[config.mk]
export PLATFORM = sky130hd
export DESIGN_NAME = muldiv_seq
export DESIGN_NICKNAME = d
export VERILOG_FILES = /design/src/rtl/muldiv_seq.sv
export SDC_FILE = /design/constraint.sdc
export NUM_CORES = 1
export LEC_CHECK = 0
export CAP_MARGIN = 20
export CORE_MARGIN = 2
export CORE_UTILIZATION = 46
export CTS_CLUSTER_SIZE = 25
export DETAILED_ROUTE_END_ITERATION = 6
export GPL_ROUTABILITY_DRIVEN = 0
export PLACE_DENSITY = 0.68
export SLEW_MARGIN = 10
export SYNTH_ARGS = -nofsm -noshare
export SYNTH_HDL_FRONTEND = slang
export SYNTH_SLANG_ARGS = --single-unit
[constraint.sdc]
create_clock -name clk -period 6.64 [get_ports clk]
set_input_delay 0.996 -clock clk [delete_from_list [all_inputs] [get_ports clk]]
set_output_delay 0.996 -clock clk [all_outputs]
set_load 0.02 [all_outputs]
[src/rtl/muldiv_seq.sv]
// muldiv_seq: sequential unsigned multiplier / restoring divider, one bit per cycle.
// Multiply is shift-add, LSB first; divide is shift-subtract, MSB first; all outputs are registered.
module muldiv_seq #(
    parameter int WIDTH = 32
) (
    input  logic             clk,
    input  logic             reset,
    input  logic             start,
    input  logic             op,
    input  logic [WIDTH-1:0] data_a,
    input  logic [WIDTH-1:0] data_b,
    output logic             busy,
    output logic             done,
    output logic [WIDTH-1:0] result_hi,
    output logic [WIDTH-1:0] result_lo,
    output logic [2:0]       flag
);
    localparam int CW = (WIDTH > 1) ? $clog2(WIDTH) : 1;

    typedef enum logic [1:0] {IDLE, RUN, DONE} state_t;

    state_t           state_q, state_d;
    logic [CW-1:0]    cnt_q, cnt_d;
    logic             op_q, op_d;
    logic [WIDTH-1:0] hi_q, hi_d;
    logic [WIDTH-1:0] lo_q, lo_d;
    logic [WIDTH-1:0] b_q, b_d;
    logic             busy_d, done_d;
    logic [WIDTH-1:0] res_hi_d, res_lo_d;
    logic [2:0]       flag_d;
    logic [WIDTH:0]   sum, shifted, diff;
    logic [WIDTH-1:0] nhi, nlo;
    logic             last, div0, accept;

    // hi_q/lo_q hold the {upper, lower} accumulator for multiply and {remainder, dividend->quotient} for divide
    assign last    = cnt_q == CW'(WIDTH - 1);
    assign accept  = state_q == IDLE && start;
    assign div0    = op && data_b == '0;
    assign sum     = {1'b0, hi_q} + (lo_q[0] ? {1'b0, b_q} : '0);
    assign shifted = {hi_q, lo_q[WIDTH-1]};
    assign diff    = shifted - {1'b0, b_q};
    assign nhi     = op_q ? (diff[WIDTH] ? shifted[WIDTH-1:0] : diff[WIDTH-1:0]) : sum[WIDTH:1];
    assign nlo     = op_q ? {lo_q[WIDTH-2:0], ~diff[WIDTH]} : {sum[0], lo_q[WIDTH-1:1]};

    always_ff @(posedge clk) begin
        if (reset) state_q <= IDLE;
        else state_q <= state_d;
    end

    always_comb begin
        state_d = accept ? (div0 ? DONE : RUN)
                : (state_q == RUN && last) ? DONE
                : (state_q == DONE) ? IDLE : state_q;
    end

    always_comb begin
        op_d   = accept ? op : op_q;
        hi_d   = accept ? '0 : (state_q == RUN) ? nhi : hi_q;
        lo_d   = accept ? data_a : (state_q == RUN) ? nlo : lo_q;
        b_d    = accept ? data_b : b_q;
        cnt_d  = accept ? '0 : (state_q == RUN) ? cnt_q + CW'(1) : cnt_q;
        busy_d = state_d != IDLE;
        done_d = state_d == DONE;
        res_hi_d = result_hi;
        res_lo_d = result_lo;
        flag_d   = flag;
        if (accept && div0) begin
            res_hi_d = data_a;
            res_lo_d = '1;
            flag_d   = 3'b010;
        end else if (state_q == RUN && last) begin
            res_hi_d = nhi;
            res_lo_d = nlo;
            flag_d   = (!op_q && nhi != '0) ? 3'b011 : 3'b000;
        end
    end

    always_ff @(posedge clk) begin
        if (reset) begin
            cnt_q     <= '0;
            op_q      <= 1'b0;
            hi_q      <= '0;
            lo_q      <= '0;
            b_q       <= '0;
            busy      <= 1'b0;
            done      <= 1'b0;
            result_hi <= '0;
            result_lo <= '0;
            flag      <= 3'b000;
        end else begin
            cnt_q     <= cnt_d;
            op_q      <= op_d;
            hi_q      <= hi_d;
            lo_q      <= lo_d;
            b_q       <= b_d;
            busy      <= busy_d;
            done      <= done_d;
            result_hi <= res_hi_d;
            result_lo <= res_lo_d;
            flag      <= flag_d;
        end
    end
endmodule

## Yosys cells after proc, flatten, opt, wreduce, memory -nomap -nowiden

Cells that the tools add are included.

| operators by class | value |
|---|---|
| $add $sub $neg | 3 |
| multiply operators | 0 |
| divide/modulo/power cells | 0 |
| $lt $le $gt $ge | 0 |
| equality and inequality tests | 4 |
| shift-type cells | 0 |
| multiplexer cells | 17 |
| bitwise operators | 1 |
| reduce and logical (&&, ||, !) cells | 14 |

Operators with widths:

| kind | number |
|---|---|
| 32-bit two-way mux | 10 |
| 32-bit by 32-bit adder with 33-bit output | 1 |
| 33-bit by 32-bit subtractor with 33-bit output | 1 |
| 32-bit zero test | 1 |
| 32-bit nonzero test | 1 |
| 2-bit two-way mux | 7 |
| 2-bit nonzero test | 3 |
| 5-bit by 1-bit adder with 5-bit output, second input constant | 1 |
| 5-bit equality test, second input constant | 1 |
| 1-bit logical AND | 5 |
| 2-bit equality test, second input constant | 2 |
| 2-bit OR reduction | 2 |
| 2-bit by 1-bit equality test with 1-bit output, second input constant | 1 |
| 2-bit zero test | 1 |
| 1-bit zero test | 1 |
| 1-bit inverter | 1 |

| storage, ports and cells | value |
|---|---|
| register bits | 172 |
| bits in latches | 0 |
| memory bits (writable) | 0 |
| bits in read-only memories | 0 |
| output and inout bits | 69 |
| word-level logic and storage cells | 51 |
| memories | 0 |

## Logic depth before layout (Yosys ltp)

Gate-level depths: netlist of the first run.

| depth | value |
|---|---|
| depth in word-level cells | 8 |
| gate-level depth with buffers | 17 |

## Worst setup path after synthesis of the first run

OpenSTA, ideal clock, no wires.

| path | value |
|---|---|
| path kind | reg-to-reg |
| start | reg lo_q[31] |
| end | reg flag[0] |
| arrival | 3.831 ns |
| data required time | 6.524 ns |
| setup slack | 2.693 ns |
| stages on the path, launching flop included | 16 |
| clock period less this slack | 3.947 ns |
| path through | dfxtp_1 -> inv_1 -> ha_1 -> fa_1 -> nand2b_1 -> a21o_1 -> a211o_4 -> a21boi_4 -> nor2_1 -> a311oi_2 -> o31ai_1 -> or4_1 -> or4_1 -> nor4_2 -> nor2_1 -> a31o_1 |

| between the ends | value |
|---|---|
| word-level cells in the longest chain between the ends | 6 |

Ends and longest elaborated chain:

| element | line | RTL |
|---|---|---|
| start: declaration | 26 | `logic [WIDTH-1:0] lo_q, lo_d;` |
| start signal: assignment | 94 | `lo_q <= lo_d;` |
| 33-bit by 32-bit subtractor with 33-bit output | 41 | `assign diff = shifted - {1'b0, b_q};` |
| 32-bit two-way mux * (2 in a row) | 42 | `assign nhi = op_q ? (diff[WIDTH] ? shifted[WIDTH-1:0] : diff[WIDTH-1:0]) : sum[WIDTH:1];` |
| 32-bit nonzero test * | 74 | `flag_d = (!op_q && nhi != '0) ? 3'b011 : 3'b000;` |
| 1-bit logical AND * | 74 |  |
| 2-bit two-way mux * | 74 |  |
| end signal: assignment | 100 | `flag <= flag_d;` |
| end: declaration | 16 | `output logic [2:0] flag` |

Mark *: on every way between the ends. The rest lies on a longest branch, timed or not.
A chain may end at the register's enable or synchronous reset.

## Worst setup path in the final report of the first run

| path | value |
|---|---|
| start | reg lo_q[0] |
| end | reg flag[0] |

| between the ends | value |
|---|---|
| word-level cells in the longest chain between the ends | 6 |

Ends and longest elaborated chain:

| element | line | RTL |
|---|---|---|
| 32-bit two-way mux | 39 | `assign sum = {1'b0, hi_q} + (lo_q[0] ? {1'b0, b_q} : '0);` |
| 32-bit by 32-bit adder with 33-bit output | 39 |  |
| 32-bit two-way mux | 42 |  |
| 32-bit nonzero test | 74 |  |
| 1-bit logical AND | 74 |  |
| 2-bit two-way mux | 74 |  |

No other way between the ends.

==> flow_summary.html, run 1 <==
<table>
<tr><th>Metric</th><th>Value</th></tr>
<tr><th colspan="2">Cells and area</th></tr>
<tr><td>Area Growth Syn to Fin</td><td>17.6%</td></tr>
<tr><td>Filler cells</td><td>2522</td></tr>
<tr><td>Count of non-filler cells in the finished layout</td><td>1976</td></tr>
<tr><td>Fraction of final layout cells sized beyond drive strength 1</td><td>0.0650</td></tr>
<tr><td>Final non-filler cell area</td><td>13800 um2</td></tr>
<tr><td>Footprint of the multi-input gates</td><td>7710 um2</td></tr>
<tr><td>Diodes inserted</td><td>0</td></tr>
<tr><td>Commonest non-fill, non-tap cells in the layout</td><td>nand2_1, a21oi_1, dfxtp_1</td></tr>
<tr><td>Fin nets</td><td>1769</td></tr>
<tr><td>Most common cell after layout, fill and taps aside</td><td>nand2_1</td></tr>
<tr><td>Reg area</td><td>3450 um2</td></tr>
<tr><td>Utilization of the core after routing</td><td>0.550</td></tr>
<tr><th colspan="2">Setup path</th></tr>
<tr><td>Slowest library cell on the worst path</td><td>dfxtp_1</td></tr>
<tr><td>Cell depth of the worst flop-to-flop path</td><td>14</td></tr>
<tr><td>Critical Path AT</td><td>5490 ps</td></tr>
<tr><td>Series of cell instances along the critical path</td><td>and2_1 &gt; ha_1 &gt; a21oi_1 &gt; o211ai_1 &gt; a21oi_1 &gt; nand2_1 &gt; a211oi_1 &gt; o21ai_0 &gt; xnor2_1 &gt; a21oi_1 &gt; or4_1 &gt; nor4_2 &gt; nor2_1 &gt; a31o_1</td></tr>
<tr><td>Total stage count of the critical path</td><td>14</td></tr>
<tr><td>Critical register-to-register path endpoint</td><td>flag[0]$_SDFFE_PP0P_</td></tr>
<tr><td>Worst R2R Setup Slack</td><td>1470 ps</td></tr>
<tr><td>Startpoint of the worst register-to-register path</td><td>lo_q[0]$_SDFFE_PP0P_</td></tr>
<tr><td>Critical path class</td><td>reg -&gt; reg</td></tr>
<tr><td>Largest fanout on the critical path</td><td>34</td></tr>
<tr><td>Crit path capture type</td><td>flop</td></tr>
<tr><td>Worst setup path endpoint</td><td>flag[0]$_SDFFE_PP0P_</td></tr>
<tr><td>Critical path startpoint</td><td>lo_q[0]$_SDFFE_PP0P_</td></tr>
<tr><td>Number of buffers and inverters on the critical path</td><td>0</td></tr>
<tr><td>Top cell family by delay on the critical path</td><td>compound AO/OA/AOI/OAI gates</td></tr>
<tr><td>Kind of start point of the critical path</td><td>flop</td></tr>
<tr><td>Crit-path max cell delay</td><td>1020 ps</td></tr>
<tr><td>Most frequent cell on the critical path</td><td>a21oi_1</td></tr>
<tr><td>Worst EP required</td><td>6960 ps</td></tr>
<tr><th colspan="2">Synth</th></tr>
<tr><td>Proportion of synthesized flip-flops having asynchronous set or reset</td><td>0</td></tr>
<tr><td>EDFF count, synth</td><td>0</td></tr>
<tr><td>Library cells used by synthesis</td><td>83</td></tr>
<tr><td>Synthesized instance count</td><td>1576</td></tr>
<tr><td>Flip-flop and latch count after synthesis</td><td>172</td></tr>
<tr><td>Synth area leader</td><td>dfxtp_1</td></tr>
<tr><td>Dominant cells by area after synthesis</td><td>dfxtp_1, a21oi_1, nand2_1</td></tr>
<tr><td>Yosys synthesis warning count</td><td>0</td></tr>
<tr><td>Post-synthesis net count</td><td>1712</td></tr>
<tr><td>Mean instance size in the synthesized netlist</td><td>7.45 um2</td></tr>
<tr><td>Post-synthesis instance area</td><td>11700 um2</td></tr>
<tr><td>Sequential share of the synthesized area</td><td>0.293</td></tr>
<tr><td>Area share of the leading cell type in the synthesized netlist</td><td>0.293</td></tr>
<tr><td>Dominant register cell in the synthesized netlist</td><td>dfxtp_1</td></tr>
<tr><th colspan="2">Timing</th></tr>
<tr><td>Setup-violating endpoint count in the final report</td><td>0</td></tr>
<tr><td>Slew HR</td><td>0.264</td></tr>
<tr><td>Clock Skew</td><td>22.7 ps</td></tr>
<tr><td>Final number of hold-violating endpoints</td><td>0</td></tr>
<tr><td>Final worst path period share</td><td>0.778</td></tr>
<tr><td>Accumulated negative setup slack</td><td>0 ps</td></tr>
<tr><td>Highest attainable clock frequency</td><td>0.194 GHz</td></tr>
<tr><td>Final hold slack</td><td>468 ps</td></tr>
<tr><td>Number of pins exceeding their max-slew limit in the final report</td><td>0</td></tr>
<tr><td>Setup repair after global routing missed its margin</td><td>no</td></tr>
<tr><td>Worst slew pin tran</td><td>1100 ps</td></tr>
<tr><td>Min Clock Period, post-route</td><td>5170 ps</td></tr>
<tr><th colspan="2">Detailed routing</th></tr>
<tr><td>Pre-antenna DRT Iters</td><td>6</td></tr>
<tr><td>Average wire length per cell after detail routing</td><td>20.5 um</td></tr>
<tr><td>Remaining antenna violation count after routing</td><td>0</td></tr>
<tr><td>Total via count in the routed design</td><td>12200</td></tr>
<tr><td>Total wire length after detailed routing</td><td>40.5 mm</td></tr>
<tr><td>Number of remaining DRC errors</td><td>0</td></tr>
<tr><td>Via density per instance</td><td>6.16</td></tr>
<tr><td>Iter 0 DRT Violations</td><td>1264</td></tr>
<tr><th colspan="2">Die</th></tr>
<tr><td>I/O pin count</td><td>137</td></tr>
<tr><td>Die span in y</td><td>164 um</td></tr>
<tr><td>Area enclosed by the die boundary</td><td>26800 um2</td></tr>
<tr><td>Floorplan row count</td><td>58</td></tr>
<tr><td>CORE AREA</td><td>25100 um2</td></tr>
<tr><td>Starting Density</td><td>0.468</td></tr>
<tr><td>Die Width</td><td>164 um</td></tr>
<tr><th colspan="2">Place</th></tr>
<tr><td>Placed wire-length estimate</td><td>29.0 mm</td></tr>
<tr><td>Placed instance area</td><td>13200 um2</td></tr>
<tr><td>Count of port buffers added during placement</td><td>135</td></tr>
<tr><td>Number of placed instances, taps included</td><td>1944</td></tr>
<tr><th colspan="2">CTS</th></tr>
<tr><td>Clock sink count</td><td>172</td></tr>
<tr><td>Max Buffers Root-to-Sink</td><td>2</td></tr>
<tr><td>Post-CTS setup buffers</td><td>0</td></tr>
<tr><td>CTS H-Tree Depth</td><td>4</td></tr>
<tr><td>Number of cells upsized or downsized after cts</td><td>0</td></tr>
<tr><td>Clk root buf</td><td>clkbuf_16</td></tr>
<tr><td>CTS buffer count</td><td>17</td></tr>
<tr><td>Worst-path clk slew</td><td>80 ps</td></tr>
<tr><td>Hold Buf Count CTS</td><td>0</td></tr>
<tr><td>Clock latency on the worst-skew pair</td><td>450 ps</td></tr>
<tr><td>Clock tree from TritonCTS</td><td>yes</td></tr>
<tr><th colspan="2">Global routing</th></tr>
<tr><td>Gr usage total</td><td>0.299</td></tr>
<tr><td>Via count of the first global-routing pass</td><td>11400</td></tr>
<tr><td>Maximum number of pins on one net before global-route repair</td><td>90</td></tr>
<tr><td>Wire length of the first global-routing pass</td><td>63.2 mm</td></tr>
<tr><td>Initial antenna violation count</td><td>0</td></tr>
<tr><td>Total congestion overflow</td><td>0</td></tr>
<tr><th colspan="2">Hold path</th></tr>
<tr><td>Instance count along the most critical hold path</td><td>2</td></tr>
<tr><td>Class of the tightest hold or removal check</td><td>reg -&gt; reg</td></tr>
<tr><th colspan="2">Power</th></tr>
<tr><td>Internal Pwr Total</td><td>1.85 mW</td></tr>
<tr><td>Clock power frac</td><td>0.363</td></tr>
<tr><td>Worst supply voltage drop on vdd</td><td>0.162 mV</td></tr>
<tr><td>Switching part of the total power</td><td>0.355</td></tr>
<tr><td>Portion of total power attributed to combinational logic</td><td>0.250</td></tr>
<tr><td>Share of total power in sequential cells</td><td>0.387</td></tr>
<tr><td>Pwr per Cell Area</td><td>208 nW/um2</td></tr>
<tr><td>Standby leakage power</td><td>5.27 nW</td></tr>
<tr><td>Sw Pwr</td><td>1.02 mW</td></tr>
<tr><th colspan="2">Run</th></tr>
<tr><td>Maximum capacitance violations</td><td>0</td></tr>
<tr><th colspan="2">Status</th></tr>
<tr><td>Outcome</td><td>finished clean</td></tr>
</table>
-- cell usage after synthesis, drive strengths merged, types with 7 or more instances --
cell,instances
mux2,33
a31oi,14
buf,30
and3,9
a221oi,16
a21oi,177
nand2b,9
nor3,85
nor4,14
nand2,234
or3,9
nor2b,12
a2111oi,7
ha,66
a21o,28
xor2,16
o21a,8
o221ai,33
xnor2,27
and2,46
o211ai,19
nor2,148
a22oi,19
clkbuf,80
nand3,20
nand4,18
dfxtp,172
o21ai,56
inv,49
a21boi,7
a211oi,28
-- power groups by stage --
stage	Combinational, mW	Clock [mW]	Sequential, mW
final	0.717	1.04	1.11
after global routing	0.775	1.09	1.12
after CTS	0.699	1.05	1.11
after detailed placement	0.694	0	1.13
after global placement	0.691	0	1.13
after floorplan	0.491	0	1.11
-- state kept, by name (all words and copies together), names as in the netlist --
| name | cells |
|---|---|
| done | 1 |
| hi_q | 32 |
| result_hi | 32 |
| cnt_q | 5 |
| state_q | 2 |
| result_lo | 32 |
| lo_q | 32 |
| b_q | 32 |
| op_q | 1 |
| busy | 1 |
| flag | 2 |
-- layout make-up --
class                      count  share of cell area
multi-input combinational   1245               0.558
sequential                   172               0.250
timing repair buffer         148               0.106
clock buffer                  18              0.0318
tap                          330              0.0299
inverter                      49              0.0133
clock inverter                14              0.0120
-- cells by family (layout without fill, tap and decap cells) --
group / count (synthesis) / count (layout) / share of synthesized area
xor gates and xnor gates: 43 / 43 / 0.0321
other: 1 / 1 / 0.000319
buffers and inverters: 159 / 229 / 0.0528
adders and majority gates: 68 / 68 / 0.0737
muxes: 38 / 38 / 0.0359
AOI/OAI and AO/OA: 468 / 468 / 0.265
and+or+nand+nor: 627 / 627 / 0.247
DFF: 172 / 172 / 0.293
-- layer usage --
metal / wire (um) / global-route usage / up-vias
met5: 0 / 0 / -
met3: 3700 / 0.0644 / 72
met1: 17900 / 0.415 / 5757
li1: - / - / 5814
met4: 1180 / 0.0993 / 0
met2: 17700 / 0.462 / 530
-- worst min-delay path: stages (launching register included) --
cell and delay, ps:
dfxtp_1 320, nand2_1 50, a21oi_1 50
-- worst min path at each step --
stage / start / to / slack, ps
after floorplan: lo_q[10]$_SDFFE_PP0P_ / lo_q[10]$_SDFFE_PP0P_ / 440
after global placement: cnt_q[4]$_SDFFE_PP0P_ / cnt_q[4]$_SDFFE_PP0P_ / 450
after detailed placement: lo_q[3]$_SDFFE_PP0P_ / lo_q[3]$_SDFFE_PP0P_ / 460
after CTS: lo_q[3]$_SDFFE_PP0P_ / lo_q[3]$_SDFFE_PP0P_ / 470
after global routing: lo_q[3]$_SDFFE_PP0P_ / lo_q[3]$_SDFFE_PP0P_ / 480
final: lo_q[14]$_SDFFE_PP0P_ / lo_q[14]$_SDFFE_PP0P_ / 470
-- per-stage QoR --
stage	worst slack [ps]	power, mW
floorplan	2690	1.60
global placement	1850	1.82
detailed placement	1700	1.83
CTS	1640	2.86
global route	1280	2.98
finish	1470	2.87
(Power assumes the default switching activity.)
==> inputs of run 2 (changes only) <==
--- a/config.mk
+++ b/config.mk
@@ -11,7 +11,7 @@
 export CTS_CLUSTER_SIZE = 25
 export DETAILED_ROUTE_END_ITERATION = 6
 export GPL_ROUTABILITY_DRIVEN = 0
-export PLACE_DENSITY = 0.68
+export PLACE_DENSITY = 0.7
 export SLEW_MARGIN = 10
 export SYNTH_ARGS = -nofsm -noshare
 export SYNTH_HDL_FRONTEND = slang
==> constraint.sdc (replaced) <==
create_clock -name clk -period 4.4 [get_ports clk]
set_input_delay 0.66 -clock clk [delete_from_list [all_inputs] [get_ports clk]]
set_output_delay 0.66 -clock clk [all_outputs]
set_load 0.02 [all_outputs]
==> flow_summary.html, run 2 (same netlist as run 1, synthesis figures left out) <==
<table>
<tr><th>Metric</th><th>Value</th></tr>
<tr><th colspan="2">CTS</th></tr>
<tr><td>Clock latency on the worst-skew pair</td><td>450 ps (about the same)</td></tr>
<tr><td>Hold Buf Count CTS</td><td>0 (unchanged)</td></tr>
<tr><td>Clock tree from TritonCTS</td><td>yes</td></tr>
<tr><td>Worst-path clk slew</td><td>70 ps (about the same)</td></tr>
<tr><td>Max Buffers Root-to-Sink</td><td>2 (unchanged)</td></tr>
<tr><td>Clk root buf</td><td>clkbuf_16</td></tr>
<tr><td>CTS H-Tree Depth</td><td>4 (unchanged)</td></tr>
<tr><td>Clock sink count</td><td>172 (unchanged)</td></tr>
<tr><td>CTS buffer count</td><td>17 (unchanged)</td></tr>
<tr><th colspan="2">Cells and area</th></tr>
<tr><td>Count of non-filler cells in the finished layout</td><td>2044 (+3.4%)</td></tr>
<tr><td>Fraction of final layout cells sized beyond drive strength 1</td><td>0.107 (+0.0423)</td></tr>
<tr><td>Fin nets</td><td>1837 (+3.8%)</td></tr>
<tr><td>Most common cell after layout, fill and taps aside</td><td>nand2_1</td></tr>
<tr><td>Filler cells</td><td>2382 (-5.6%)</td></tr>
<tr><td>Area Growth Syn to Fin</td><td>22.5%</td></tr>
<tr><td>Footprint of the multi-input gates</td><td>7760 um2 (+0.73%)</td></tr>
<tr><td>Reg area</td><td>3450 um2 (+0.15%)</td></tr>
<tr><td>Commonest non-fill, non-tap cells in the layout</td><td>nand2_1, a21oi_1, dfxtp_1</td></tr>
<tr><td>Final non-filler cell area</td><td>14400 um2 (+4.1%)</td></tr>
<tr><td>Diodes inserted</td><td>0 (unchanged)</td></tr>
<tr><th colspan="2">Setup path</th></tr>
<tr><td>Critical Path AT</td><td>4710 ps (-780 ps)</td></tr>
<tr><td>Crit path capture type</td><td>flop</td></tr>
<tr><td>Kind of start point of the critical path</td><td>flop</td></tr>
<tr><td>Largest fanout on the critical path</td><td>6 (-82%)</td></tr>
<tr><td>Critical path class</td><td>reg -&gt; reg</td></tr>
<tr><td>Worst EP required</td><td>4720 ps (-2240 ps)</td></tr>
<tr><th colspan="2">Place</th></tr>
<tr><td>Count of port buffers added during placement</td><td>135 (unchanged)</td></tr>
<tr><td>Placed instance area</td><td>13700 um2 (+3.5%)</td></tr>
<tr><td>Placed wire-length estimate</td><td>29.8 mm (+3.0%)</td></tr>
<tr><td>Number of placed instances, taps included</td><td>2006 (+3.2%)</td></tr>
<tr><th colspan="2">Timing</th></tr>
<tr><td>Clock Skew</td><td>26.0 ps (+3.32 ps)</td></tr>
<tr><td>Slew HR</td><td>0.345 (+0.0811)</td></tr>
<tr><td>Final hold slack</td><td>469 ps (+1.08 ps)</td></tr>
<tr><td>Final worst path period share</td><td>0.998 (+0.220)</td></tr>
<tr><td>Min Clock Period, post-route</td><td>4390 ps (-776 ps)</td></tr>
<tr><td>Final number of hold-violating endpoints</td><td>0 (unchanged)</td></tr>
<tr><td>Setup-violating endpoint count in the final report</td><td>0 (unchanged)</td></tr>
<tr><td>Highest attainable clock frequency</td><td>0.228 GHz (+18%)</td></tr>
<tr><td>Worst slew pin tran</td><td>983 ps (-119 ps)</td></tr>
<tr><td>Number of pins exceeding their max-slew limit in the final report</td><td>0 (unchanged)</td></tr>
<tr><th colspan="2">Global routing</th></tr>
<tr><td>Wire length of the first global-routing pass</td><td>64.7 mm (+2.4%)</td></tr>
<tr><td>Initial antenna violation count</td><td>0 (unchanged)</td></tr>
<tr><td>Total congestion overflow</td><td>0 (unchanged)</td></tr>
<tr><td>Gr usage total</td><td>0.305 (+0.00569)</td></tr>
<tr><td>Via count of the first global-routing pass</td><td>11900 (+4.5%)</td></tr>
<tr><td>Maximum number of pins on one net before global-route repair</td><td>77 (-14%)</td></tr>
<tr><th colspan="2">Power</th></tr>
<tr><td>Portion of total power attributed to combinational logic</td><td>0.266 (+0.016)</td></tr>
<tr><td>Worst supply voltage drop on vdd</td><td>0.290 mV (+78%)</td></tr>
<tr><td>Sw Pwr</td><td>1.55 mW (+52%)</td></tr>
<tr><td>Standby leakage power</td><td>5.61 nW (+6.3%)</td></tr>
<tr><td>Clock power frac</td><td>0.355 (-0.008)</td></tr>
<tr><td>Share of total power in sequential cells</td><td>0.378 (-0.009)</td></tr>
<tr><td>Switching part of the total power</td><td>0.351 (-0.00433)</td></tr>
<tr><td>Pwr per Cell Area</td><td>307 nW/um2 (+48%)</td></tr>
<tr><td>Internal Pwr Total</td><td>2.86 mW (+55%)</td></tr>
<tr><th colspan="2">Detailed routing</th></tr>
<tr><td>Total via count in the routed design</td><td>12700 (+4.3%)</td></tr>
<tr><td>Total wire length after detailed routing</td><td>41.3 mm (+2.0%)</td></tr>
<tr><td>Via density per instance</td><td>6.21 (+0.79%)</td></tr>
<tr><td>Iter 0 DRT Violations</td><td>1278 (+1.1%)</td></tr>
<tr><td>Pre-antenna DRT Iters</td><td>6 (unchanged)</td></tr>
<tr><td>Average wire length per cell after detail routing</td><td>20.2 um (-1.3%)</td></tr>
<tr><td>Remaining antenna violation count after routing</td><td>0 (unchanged)</td></tr>
<tr><td>Number of remaining DRC errors</td><td>0 (unchanged)</td></tr>
<tr><th colspan="2">Die</th></tr>
<tr><td>Floorplan row count</td><td>58 (unchanged)</td></tr>
<tr><td>Die Width</td><td>164 um (unchanged)</td></tr>
<tr><td>Area enclosed by the die boundary</td><td>26800 um2 (unchanged)</td></tr>
<tr><td>I/O pin count</td><td>137 (unchanged)</td></tr>
<tr><td>Starting Density</td><td>0.468 (unchanged)</td></tr>
<tr><td>Die span in y</td><td>164 um (unchanged)</td></tr>
<tr><td>CORE AREA</td><td>25100 um2 (unchanged)</td></tr>
<tr><th colspan="2">Status</th></tr>
<tr><td>Outcome</td><td>finished clean</td></tr>
<tr><th colspan="2">Run</th></tr>
<tr><td>Maximum capacitance violations</td><td>0 (unchanged)</td></tr>
<tr><th colspan="2">Hold path</th></tr>
<tr><td>Class of the tightest hold or removal check</td><td>reg -&gt; reg</td></tr>
</table>
## run 2: layer usage
metal	track usage	vias to the layer above	wire [um]
met1	0.425	5909	17800
met5	0	-	0
li1	-	5958	-
met4	0.118	0	1660
met2	0.458	708	17500
met3	0.0689	116	4310
## run 2: power by group through the flow
| stage | combinational (mW) | sequential, mW | clock, mW |
|---|---|---|---|
| floorplan | 0.741 | 1.67 | 0 |
| global placement | 1.10 | 1.70 | 0 |
| detailed placement | 1.10 | 1.70 | 0 |
| CTS | 1.12 | 1.67 | 1.58 |
| global route | 1.25 | 1.68 | 1.65 |
| finish | 1.18 | 1.67 | 1.57 |
## run 2: through the flow
step            util  setup TNS (ps)  power (mW)  setup slack, ps
2_1_floorplan      -               0        2.42              453
3_3_place_gp   0.545               0        2.80              101
3_5_place_dp   0.545               0        2.81             45.3
4_1_cts        0.569               0        4.37             12.6
5_1_grt        0.573           -98.9        4.58            -98.9
6_report       0.573               0        4.41             9.72
## run 2: final timing paths
check / slack (ps) / to / cells after the start / start
worst max-delay path: 10 / flag[0]$_SDFFE_PP0P_ / 14 / hi_q[5]$_SDFFE_PP0P_
worst min-delay path: 470 / lo_q[14]$_SDFFE_PP0P_ / 2 / lo_q[14]$_SDFFE_PP0P_
worst max register to register: 10 / flag[0]$_SDFFE_PP0P_ / 14 / hi_q[5]$_SDFFE_PP0P_
worst min register to register: 470 / lo_q[14]$_SDFFE_PP0P_ / 2 / lo_q[14]$_SDFFE_PP0P_
## run 2: what timing repair did
| item | 4_1_cts | 5_1_grt |
|---|---|---|
| buffers inserted | 0 | 6 |
| pin swaps | 0 | 7 |
| gates resized for setup | 1 | 14 |
| endpoints found under the setup margin | 1 | 4 |
## run 2: final cells by class
class / count / area share
Clock buffer: 18 / 0.0305
Clock inverter: 14 / 0.0115
Inverter: 49 / 0.0128
Multi-Input combinational cell: 1245 / 0.540
Sequential cell: 172 / 0.240
Tap cell: 330 / 0.0287
Timing Repair Buffer: 216 / 0.137
## run 2: worst max-delay path, cell delays in order (launching register included)
cell	delay [ps]
dfxtp_1	480
ha_1	360
a21oi_1	270
o21ai_0	240
or3b_2	490
o211ai_1	320
a2111oi_0	130
nor4_1	550
buf_4	220
o211a_1	190
and4b_1	260
o2111ai_1	190
nor4_2	320
nor2_1	60
a31o_1	180
